**src/rtl/sobel_pkg.sv**
```systemverilog
// Shared types and constants for the pixel stream blocks.
package sobel_pkg;

  localparam int PIX_W        = 8;
  localparam int WORD_W       = 32;
  localparam int PIX_PER_WORD = 4;

  typedef enum logic [1:0] {
    IDLE,
    STREAM,
    DONE
  } tx_state_t;

endpackage

```
**src/rtl/pixel_raster_counter.sv**
```systemverilog
// Raster position tracker: (x, y) of the pixel about to be emitted,
// plus frame/line boundary flags derived from that position.
module pixel_raster_counter
  import sobel_pkg::*;
#(
  parameter int IMG_WIDTH  = 64,
  parameter int IMG_HEIGHT = 64,
  localparam int X_W = (IMG_WIDTH  > 1) ? $clog2(IMG_WIDTH)  : 1,
  localparam int Y_W = (IMG_HEIGHT > 1) ? $clog2(IMG_HEIGHT) : 1
) (
  input  logic           clk,
  input  logic           rst,
  input  logic           clear,
  input  logic           advance,
  output logic [X_W-1:0] x,
  output logic [Y_W-1:0] y,
  output logic           first,
  output logic           last_in_line,
  output logic           last_in_frame
);

  assign first         = (x == '0) && (y == '0);
  assign last_in_line  = (x == X_W'(IMG_WIDTH - 1));
  assign last_in_frame = last_in_line && (y == Y_W'(IMG_HEIGHT - 1));

  // Step one pixel in raster order; wrap x at line end and y at frame end.
  always_ff @(posedge clk) begin
    if (rst || clear) begin
      x <= '0;
      y <= '0;
    end else if (advance) begin
      if (last_in_line) begin
        x <= '0;
        y <= last_in_frame ? '0 : y + 1'b1;
      end else begin
        x <= x + 1'b1;
      end
    end
  end

endmodule

```
**src/rtl/pixel_stream_tx.sv**
```systemverilog
// Frame transmitter: unpacks 32-bit words into a one-pixel-per-cycle
// raster stream with sof/eol/eof sideband and a done pulse per frame.
module pixel_stream_tx
  import sobel_pkg::*;
#(
  parameter int IMG_WIDTH  = 64,
  parameter int IMG_HEIGHT = 64
) (
  input  logic              clk,
  input  logic              rst,
  input  logic              start,
  input  logic              word_valid,
  input  logic [WORD_W-1:0] word_data,
  output logic              word_ready,
  output logic              valid_out,
  output logic [PIX_W-1:0]  pixel_out,
  output logic              sof,
  output logic              eol,
  output logic              eof,
  output logic              busy,
  output logic              done
);

  localparam int NUM_WORDS = (IMG_WIDTH * IMG_HEIGHT) / PIX_PER_WORD;
  localparam int WL_W      = $clog2(NUM_WORDS + 1);
  localparam int X_W       = (IMG_WIDTH  > 1) ? $clog2(IMG_WIDTH)  : 1;
  localparam int Y_W       = (IMG_HEIGHT > 1) ? $clog2(IMG_HEIGHT) : 1;

  tx_state_t                  state, state_next;
  logic [1:0]                 bytes_left;
  logic [WL_W-1:0]            words_left;
  logic [WORD_W-PIX_W-1:0]    buffer;
  logic                       accept, emit, clear_cnt;
  logic                       first, last_in_line, last_in_frame;
  // Coordinates are tracked for the sub-module's other users; here only the flags matter.
  logic [X_W-1:0]             x_unused;
  logic [Y_W-1:0]             y_unused;

  pixel_raster_counter #(
    .IMG_WIDTH (IMG_WIDTH),
    .IMG_HEIGHT(IMG_HEIGHT)
  ) u_raster (
    .clk          (clk),
    .rst          (rst),
    .clear        (clear_cnt),
    .advance      (emit),
    .x            (x_unused),
    .y            (y_unused),
    .first        (first),
    .last_in_line (last_in_line),
    .last_in_frame(last_in_frame)
  );

  assign busy = (state != IDLE);

  // State register.
  always_ff @(posedge clk) begin
    if (rst) state <= IDLE;
    else     state <= state_next;
  end

  // Next state, upstream handshake and per-cycle emit decision.
  always_comb begin
    state_next = state;
    word_ready = 1'b0;
    accept     = 1'b0;
    emit       = 1'b0;
    clear_cnt  = 1'b0;
    case (state)
      IDLE: begin
        if (start) begin
          state_next = STREAM;
          clear_cnt  = 1'b1;
        end
      end
      STREAM: begin
        word_ready = (bytes_left == 2'd0) && (words_left != '0);
        accept     = word_valid && word_ready;
        emit       = accept || (bytes_left != 2'd0);
        if (emit && last_in_frame) state_next = DONE;
      end
      DONE:    state_next = IDLE;
      default: state_next = IDLE;
    endcase
  end

  // Word unpacking, pixel output register and sideband flags.
  always_ff @(posedge clk) begin
    if (rst) begin
      valid_out  <= 1'b0;
      pixel_out  <= '0;
      sof        <= 1'b0;
      eol        <= 1'b0;
      eof        <= 1'b0;
      done       <= 1'b0;
      bytes_left <= 2'd0;
      words_left <= '0;
      buffer     <= '0;
    end else begin
      done      <= (state == DONE);
      valid_out <= emit;
      sof       <= emit && first;
      eol       <= emit && last_in_line;
      eof       <= emit && last_in_frame;
      if (clear_cnt) begin
        words_left <= WL_W'(NUM_WORDS);
        bytes_left <= 2'd0;
      end
      if (accept) begin
        pixel_out  <= word_data[PIX_W-1:0];
        buffer     <= word_data[WORD_W-1:PIX_W];
        bytes_left <= 2'd3;
        words_left <= words_left - 1'b1;
      end else if (emit) begin
        pixel_out  <= buffer[PIX_W-1:0];
        buffer     <= {{PIX_W{1'b0}}, buffer[WORD_W-PIX_W-1:PIX_W]};
        bytes_left <= bytes_left - 2'd1;
      end
    end
  end

endmodule

```
**config.mk**
```make
export PLATFORM = sky130hd
export DESIGN_NAME = pixel_stream_tx
export DESIGN_NICKNAME = d
export VERILOG_FILES = /design/src/rtl/sobel_pkg.sv /design/src/rtl/pixel_raster_counter.sv /design/src/rtl/pixel_stream_tx.sv
export SDC_FILE = /design/constraint.sdc
export NUM_CORES = 1
export LEC_CHECK = 0
export BUFFER_PORTS_ARGS = -buffer_cell sky130_fd_sc_hd__buf_2
export CORE_UTILIZATION = 30
export CTS_CLUSTER_DIAMETER = 50
export CTS_CLUSTER_SIZE = 16
export DETAILED_ROUTE_END_ITERATION = 16
export PLACE_DENSITY = 0.59
export SKIP_CTS_REPAIR_TIMING = 1
export SYNTH_ARGS = -nofsm -noshare
export SYNTH_HDL_FRONTEND = slang
export SYNTH_HIERARCHICAL = 1
export SYNTH_SLANG_ARGS = --single-unit
```
**constraint.sdc**
```tcl
create_clock -name clk -period 4.2 [get_ports clk]
set_input_delay 0.21 -clock clk [delete_from_list [all_inputs] [get_ports clk]]
set_output_delay 0.21 -clock clk [all_outputs]
set_load 0.01 [all_outputs]
```
==> results.yml, run 1 <==
power_and_ir_drop:
  power.leakage_nw: 1.251
  power_density_mw_per_mm2: 431.5
  irDropWorstVdd_mv: 0.2011
clock_tree:
  path_clk_slew_ns: 0.07
  clk_latency_ns: 0.33
  cts_buffer_depth: 2
  clockRootBuffer: "clkbuf_8"
  htree_levels: 3
  cts_tree: "yes"
  cts_buffers: 9
  cts.sinks: 64
synth:
  syn_nets: 406
  yosys.area.top_type_share_pct: 39.72
  post_synth_instance_area_mm2: 0.003226
  async_reset_ff_share_pct: 0
  synth_flop_cell: "dfxtp_1"
  ys_seq_area_share_pct: 39.72
  syn_avg_cell_area_um2: 8.862
  synth.area.top_cells: "dfxtp_1 40%, a311oi_2 8.8%, nand2_1 8.0%"
  synth-edff-count: 0
  ys_ff_latch: 64
  ys_warn_count: 6
  synth_cells: 364
  yosysTopAreaCell: "dfxtp_1"
  ys_types: 56
drt:
  ant_nets: 0
  routed_via_density: 5.221
  wl_mm: 7.619
  drtIter0Drc: 139
  firstDrtPassIters: 4
  post_drt_wl_per_cell_um: 14.03
  route.detailed.drc: 0
  num_vias: 2835
placed_design:
  hpwlAfterDp_mm: 5.151
  port_buffers: 50
  dp_slack_ns: 1.370
  gp_congestion: 0.8036
grt:
  grtUsageTotal_pct: 14.21
  grt_use_met1_pct: 18.96
  grt_pass1_vias: 2658
  grt_pass1_wl_mm: 12.81
  grt_start_max_net_pins: 43
  antenna_found_initial: 0
  grt_use_met3_pct: 4.453
  use_met2_pct: 21.85
  grt-ovfl-total: 0
  top_usage_layer: "met2"
layout:
  nNetsFinal: 444
  n_fill_cell: 1095
  syn_to_final_growth_pct: 15.36
  drive_above_1_share_pct: 25.62
  seq_area_mm2: 0.001281
  multiInputGateArea_mm2: 0.001768
timing:
  slew_headroom_pct: 27.75
  setup_viol: 0
  hold_slack_ns: 0.1162
  max_freq_ghz: 0.3502
  slew_violations: 0
  fin_ws_ns: 1.344
  worst_slew_pin_slew_ns: 1.084
  setup_tns_ns: 0
  finClkSkew_ns: 0.008004
  hold_viol: 0
  rsz0062_at_grt: "false"
  min_period_ns: 2.856
  finalCritPeriodShare_pct: 67.99
run:
  maxCapViolations: 0
critical_path:
  max_stage_delay_ns: 0.58
  ff2ff_path_depth: 9
  r2r_slack_ns: 1.34
  cp_slowest_cell: "inv_2"
  r2r-end: "u_raster/y[4]$_SDFFE_PP0P_"
  crit_chain: "inv_1, ha_1, a21boi_2, buf_4, nand2_4, inv_2, nand4_4, or4_1, a21oi_1"
  critPathLaunchType: "register"
  critPathRequiredTime_ns: 4.47
  setup.worst_path.start: "bytes_left[0]$_SDFFE_PP0P_"
  endpoint: "u_raster/y[4]$_SDFFE_PP0P_"
  critPathArrivalTime_ns: 3.12
  cp-end-kind: "register"
  critPathKind: "register to register"
  r2r_start: "bytes_left[0]$_SDFFE_PP0P_"
  cp_max_fo: 32
floorplanning:
  start_util_pct: 31.11
  coreArea_mm2: 0.01037
  ios: 51
  row_count: 37
  fp.dieH_um: 105.7
  fp.dieArea_mm2: 0.01117
  die_w_um: 105.7
hold_path:
  hold_class: "input pin to register"
  hold_start: "word_data[27]"
status:
  status: "completed"
-- area by class of cell --
type	instances	area share [%]
diodes	1	0.06725
flip-flops and latches	64	34.43
clock inverters	6	1.648
well taps	136	4.573
multi-input cells	262	47.51
inverters	13	1.311
repair buffers	52	7.128
clock buffers	9	3.329
-- layout by cell type (no fill, tap or decap), drive strengths merged, types with 7 or more instances in the layout --
cell type  synthesis  layout
inv               13      13
nand2             70      70
o21ai             16      16
dfxtp             64      64
buf               10      52
nor2              12      12
clkbuf            15       9
nor3b              7       7
nor4               7       7
a21oi             46      46
a311oi            26      26
nand3              8       8
-- flip-flops by register name, summed over array words and instances (netlist names) --
signal / flops
buffer: 24
bytes_left: 2
done: 1
eof: 1
eol: 1
pixel_out: 8
sof: 1
state: 2
u_raster/x: 6
u_raster/y: 6
valid_out: 1
words_left: 11
-- metrics by stage --
step | utilization, % | area (um^2) | total power, W | cells
floorplan | - | 3226 | 0.001026 | 364
global placement | 34.07 | 3533 | 0.001108 | 527
detailed placement | 34.07 | 3533 | 0.001114 | 527
CTS | 35.86 | 3719 | 0.001623 | 542
global route | 35.86 | 3719 | 0.001702 | 542
finish | 35.88 | 3721 | 0.001606 | 543
-- per-layer routing --
layer / vias to the layer above / part of all wire (%)
li1: 1424 / -
met1: 1340 / 49
met2: 63 / 45
met3: 8 / 4.7
met4: 0 / 1.2
met5: - / 0
-- worst min-delay path by stage --
stage | end | slack, ns | cells after the start
floorplan | buffer[16]$_SDFFE_PP0P_ | 0.35 | 2
global placement | buffer[23]$_SDFFE_PP0P_ | 0.46 | 3
detailed placement | buffer[23]$_SDFFE_PP0P_ | 0.47 | 3
CTS | buffer[23]$_SDFFE_PP0P_ | 0.11 | 3
global route | buffer[16]$_SDFFE_PP0P_ | 0.10 | 3
finish | buffer[19]$_SDFFE_PP0P_ | 0.12 | 3
-- cells in the mapped netlist (2+ instances only) --
| cell | instances |
|---|---|
| buf_6 | 3 |
| buf_2 | 6 |
| a21oi_1 | 46 |
| nand2_1 | 69 |
| or3_1 | 4 |
| inv_1 | 12 |
| nor3_1 | 5 |
| a311oi_1 | 7 |
| xor2_1 | 3 |
| clkbuf_1 | 14 |
| xnor2_1 | 2 |
| nand4_4 | 2 |
| o31ai_1 | 2 |
| o211ai_1 | 6 |
| a31o_2 | 2 |
| and4_1 | 3 |
| nor3b_1 | 7 |
| nand2b_1 | 2 |
| nor4_1 | 6 |
| nand4b_1 | 3 |
| o2111ai_1 | 2 |
| or2_2 | 3 |
| dfxtp_1 | 64 |
| ha_1 | 6 |
| o21ai_0 | 16 |
| nor2_1 | 12 |
| a311oi_2 | 19 |
| or4_1 | 3 |
| nand3_1 | 8 |
-- report_power, final --
part / switching [W] / internal, W
Combinational: 0.000256 / 0.000148
Sequential: 0.0000358 / 0.000660
Clock: 0.000238 / 0.000268
-- critical path, delay by kind of cell (launching register included) --
family / cells / cell delay, ns
AO/OA/AOI/OAI: 2 / 0.31
adder cells (fa/ha/maj): 1 / 0.31
AND/OR/NAND/NOR: 3 / 0.88
flip-flops: 1 / 0.34
buffers and inverters: 3 / 0.94
-- kinds of logic after synthesis --
kind of cell,share of synthesized area [%]
AOI/OAI and AO/OA,26.88
muxes,0.3103
DFF,39.72
xor gates and xnor gates,1.358
adders and majority gates,2.327
and+or+nand+nor,23.66
buffers and inverters,5.740
Power figures use the tool's default switching activity.
==> inputs of run 2 (changes only) <==
Clock period 4.2 ns to 2.78 ns, I/O delays scaled along.
==> run 2 against run 1 <==
First-iteration DRC count down 5.8%. Combinational power up 56%. Flip-flop and latch count unchanged. Non-clock buffer count up 4. Sequential share of layout area down 0.68 points. Highest routed layer unchanged.
==> results.yml, run 2 (synthesized netlist as in run 1, its figures left out) <==
grt:
  grt_pass1_wl_mm: 13.14
  top_usage_layer: "met2"
  grt_use_met1_pct: 18.77
  grt_use_met3_pct: 3.587
  grt_start_max_net_pins: 54
  grt-ovfl-total: 0
  grtUsageTotal_pct: 14.57
  antenna_found_initial: 0
  grt_pass1_vias: 2747
  use_met2_pct: 23.44
timing:
  finalCritPeriodShare_pct: 82.75
  worst_slew_pin_slew_ns: 1.032
  slew_headroom_pct: 30.54
  rsz0062_at_grt: "false"
  setup_tns_ns: 0
  hold_viol: 0
  min_period_ns: 2.301
  finClkSkew_ns: 0.009061
  max_freq_ghz: 0.4347
  slew_violations: 0
  setup_viol: 0
drt:
  post_drt_wl_per_cell_um: 14.18
  route.detailed.drc: 0
  num_vias: 2833
  wl_mm: 7.744
  firstDrtPassIters: 5
  ant_nets: 0
  drtIter0Drc: 131
  routed_via_density: 5.189
critical_path:
  r2r_start: "bytes_left[0]$_SDFFE_PP0P_"
  critPathKind: "register to register"
  setup.worst_path.start: "bytes_left[0]$_SDFFE_PP0P_"
  r2r-end: "u_raster/y[4]$_SDFFE_PP0P_"
  critPathLaunchType: "register"
  crit_cells: 8
  cp-end-kind: "register"
  ff2ff_path_depth: 8
  max_stage_delay_ns: 0.51
  crit_family: "simple AND/OR/NAND/NOR gates"
  r2r_slack_ns: 0.48
  endpoint: "u_raster/y[4]$_SDFFE_PP0P_"
  cp_max_fo: 16
  critPathArrivalTime_ns: 2.58
  cp_slowest_cell: "or4_1"
  critPathRequiredTime_ns: 3.06
  crit_chain: "inv_1, ha_1, a21boi_2, nand2_4, inv_2, nand4_4, or4_1, a21oi_1"
  critPathBufInv: 2
clock_tree:
  clk_latency_ns: 0.34
  cts_tree: "yes"
  clockRootBuffer: "clkbuf_8"
  path_clk_slew_ns: 0.07
  cts_buffers: 9
  cts_buffer_depth: 2
  htree_levels: 3
  cts.sinks: 64
layout:
  largest_reg_flops: 24
  finish.instance_area_mm2: 0.003796
  top_regs: "buffer: 24 flops, words_left: 11 flops, pixel_out: 8 flops"
  nNetsFinal: 448
  multiInputGateArea_mm2: 0.001768
  antenna_cells: 0
  syn_to_final_growth_pct: 17.69
  mostFrequentLayoutCells: "69 x nand2_1, 64 x dfxtp_1, 50 x buf_2"
  final_common_cell: "nand2_1"
  n_fill_cell: 1081
  seq_area_mm2: 0.001281
  regMostFlops: "buffer"
  drive_above_1_share_pct: 26.34
floorplanning:
  fp.dieArea_mm2: 0.01117
  die_w_um: 105.7
  row_count: 37
  coreArea_mm2: 0.01037
  fp.dieH_um: 105.7
  ios: 51
  start_util_pct: 31.11
placed_design:
  port_buffers: 50
  gp_congestion: 0.8088
  postPlaceCellArea_mm2: 0.003563
  hpwlAfterDp_mm: 5.203
power_and_ir_drop:
  fin_total_pwr_w: 0.002642
  power.leakage_nw: 1.295
  irDropWorstVdd_mv: 0.2448
  power_density_mw_per_mm2: 696.1
hold_path:
  hold_class: "input pin to register"
  min_path_cells: 3
status:
  status: "completed"
run:
  maxCapViolations: 0
-- run 2: cell count changes in the layout (fill, tap and decap cells not counted) --
cell / change
bufinv_16: +2
buf_4: +4
clkinvlp_4: -1
clkinv_2: -1
diode_2: -1
-- run 2: worst register-to-register path, cell delays in order, from the launching register on --
cell and delay, ns:
dfxtp_1 0.35, inv_1 0.06, ha_1 0.31, a21boi_2 0.24, nand2_4 0.10, inv_2 0.32
nand4_4 0.21, or4_1 0.51, a21oi_1 0.15
-- run 2: worst min-delay path by stage --
stage	to	start
2_1_floorplan	buffer[16]$_SDFFE_PP0P_	word_data[24]
3_3_place_gp	buffer[20]$_SDFFE_PP0P_	word_data[28]
3_5_place_dp	buffer[20]$_SDFFE_PP0P_	word_data[28]
4_1_cts	buffer[20]$_SDFFE_PP0P_	word_data[28]
5_1_grt	buffer[21]$_SDFFE_PP0P_	word_data[29]
6_report	buffer[20]$_SDFFE_PP0P_	word_data[28]
-- run 2: metal layers --
| metal | up-vias | share of wire (%) |
|---|---|---|
| li1 | 1420 | - |
| met1 | 1334 | 47 |
| met2 | 70 | 48 |
| met3 | 9 | 4.4 |
| met4 | 0 | 1.1 |
| met5 | - | 0 |
-- run 2: where the power goes --
part,internal (W),switching [W]
combinational,0.000239,0.000393
sequential,0.000997,0.0000539
clock,0.000589,0.000371
-- run 2: layout make-up --
cell class                      count  area share [%]
Timing Repair Buffer               56           7.779
Sequential cell                    64           33.75
Clock inverter                      6           2.867
Multi-Input combinational cell    262           46.57
Tap cell                          136           4.483
Clock buffer                        9           3.263
Inverter                           13           1.285
-- run 2: stage by stage --
stage	hold WS (ns)	utilization, %	std cells	setup slack (ns)
5_1_grt	0.04393	36.61	546	0.2817
2_1_floorplan	0.2795	-	364	0.5645
3_3_place_gp	0.3971	34.36	531	0.5533
6_report	0.04704	36.61	546	0.4794
3_5_place_dp	0.4003	34.36	531	0.4878
4_1_cts	0.03078	36.61	546	0.4598
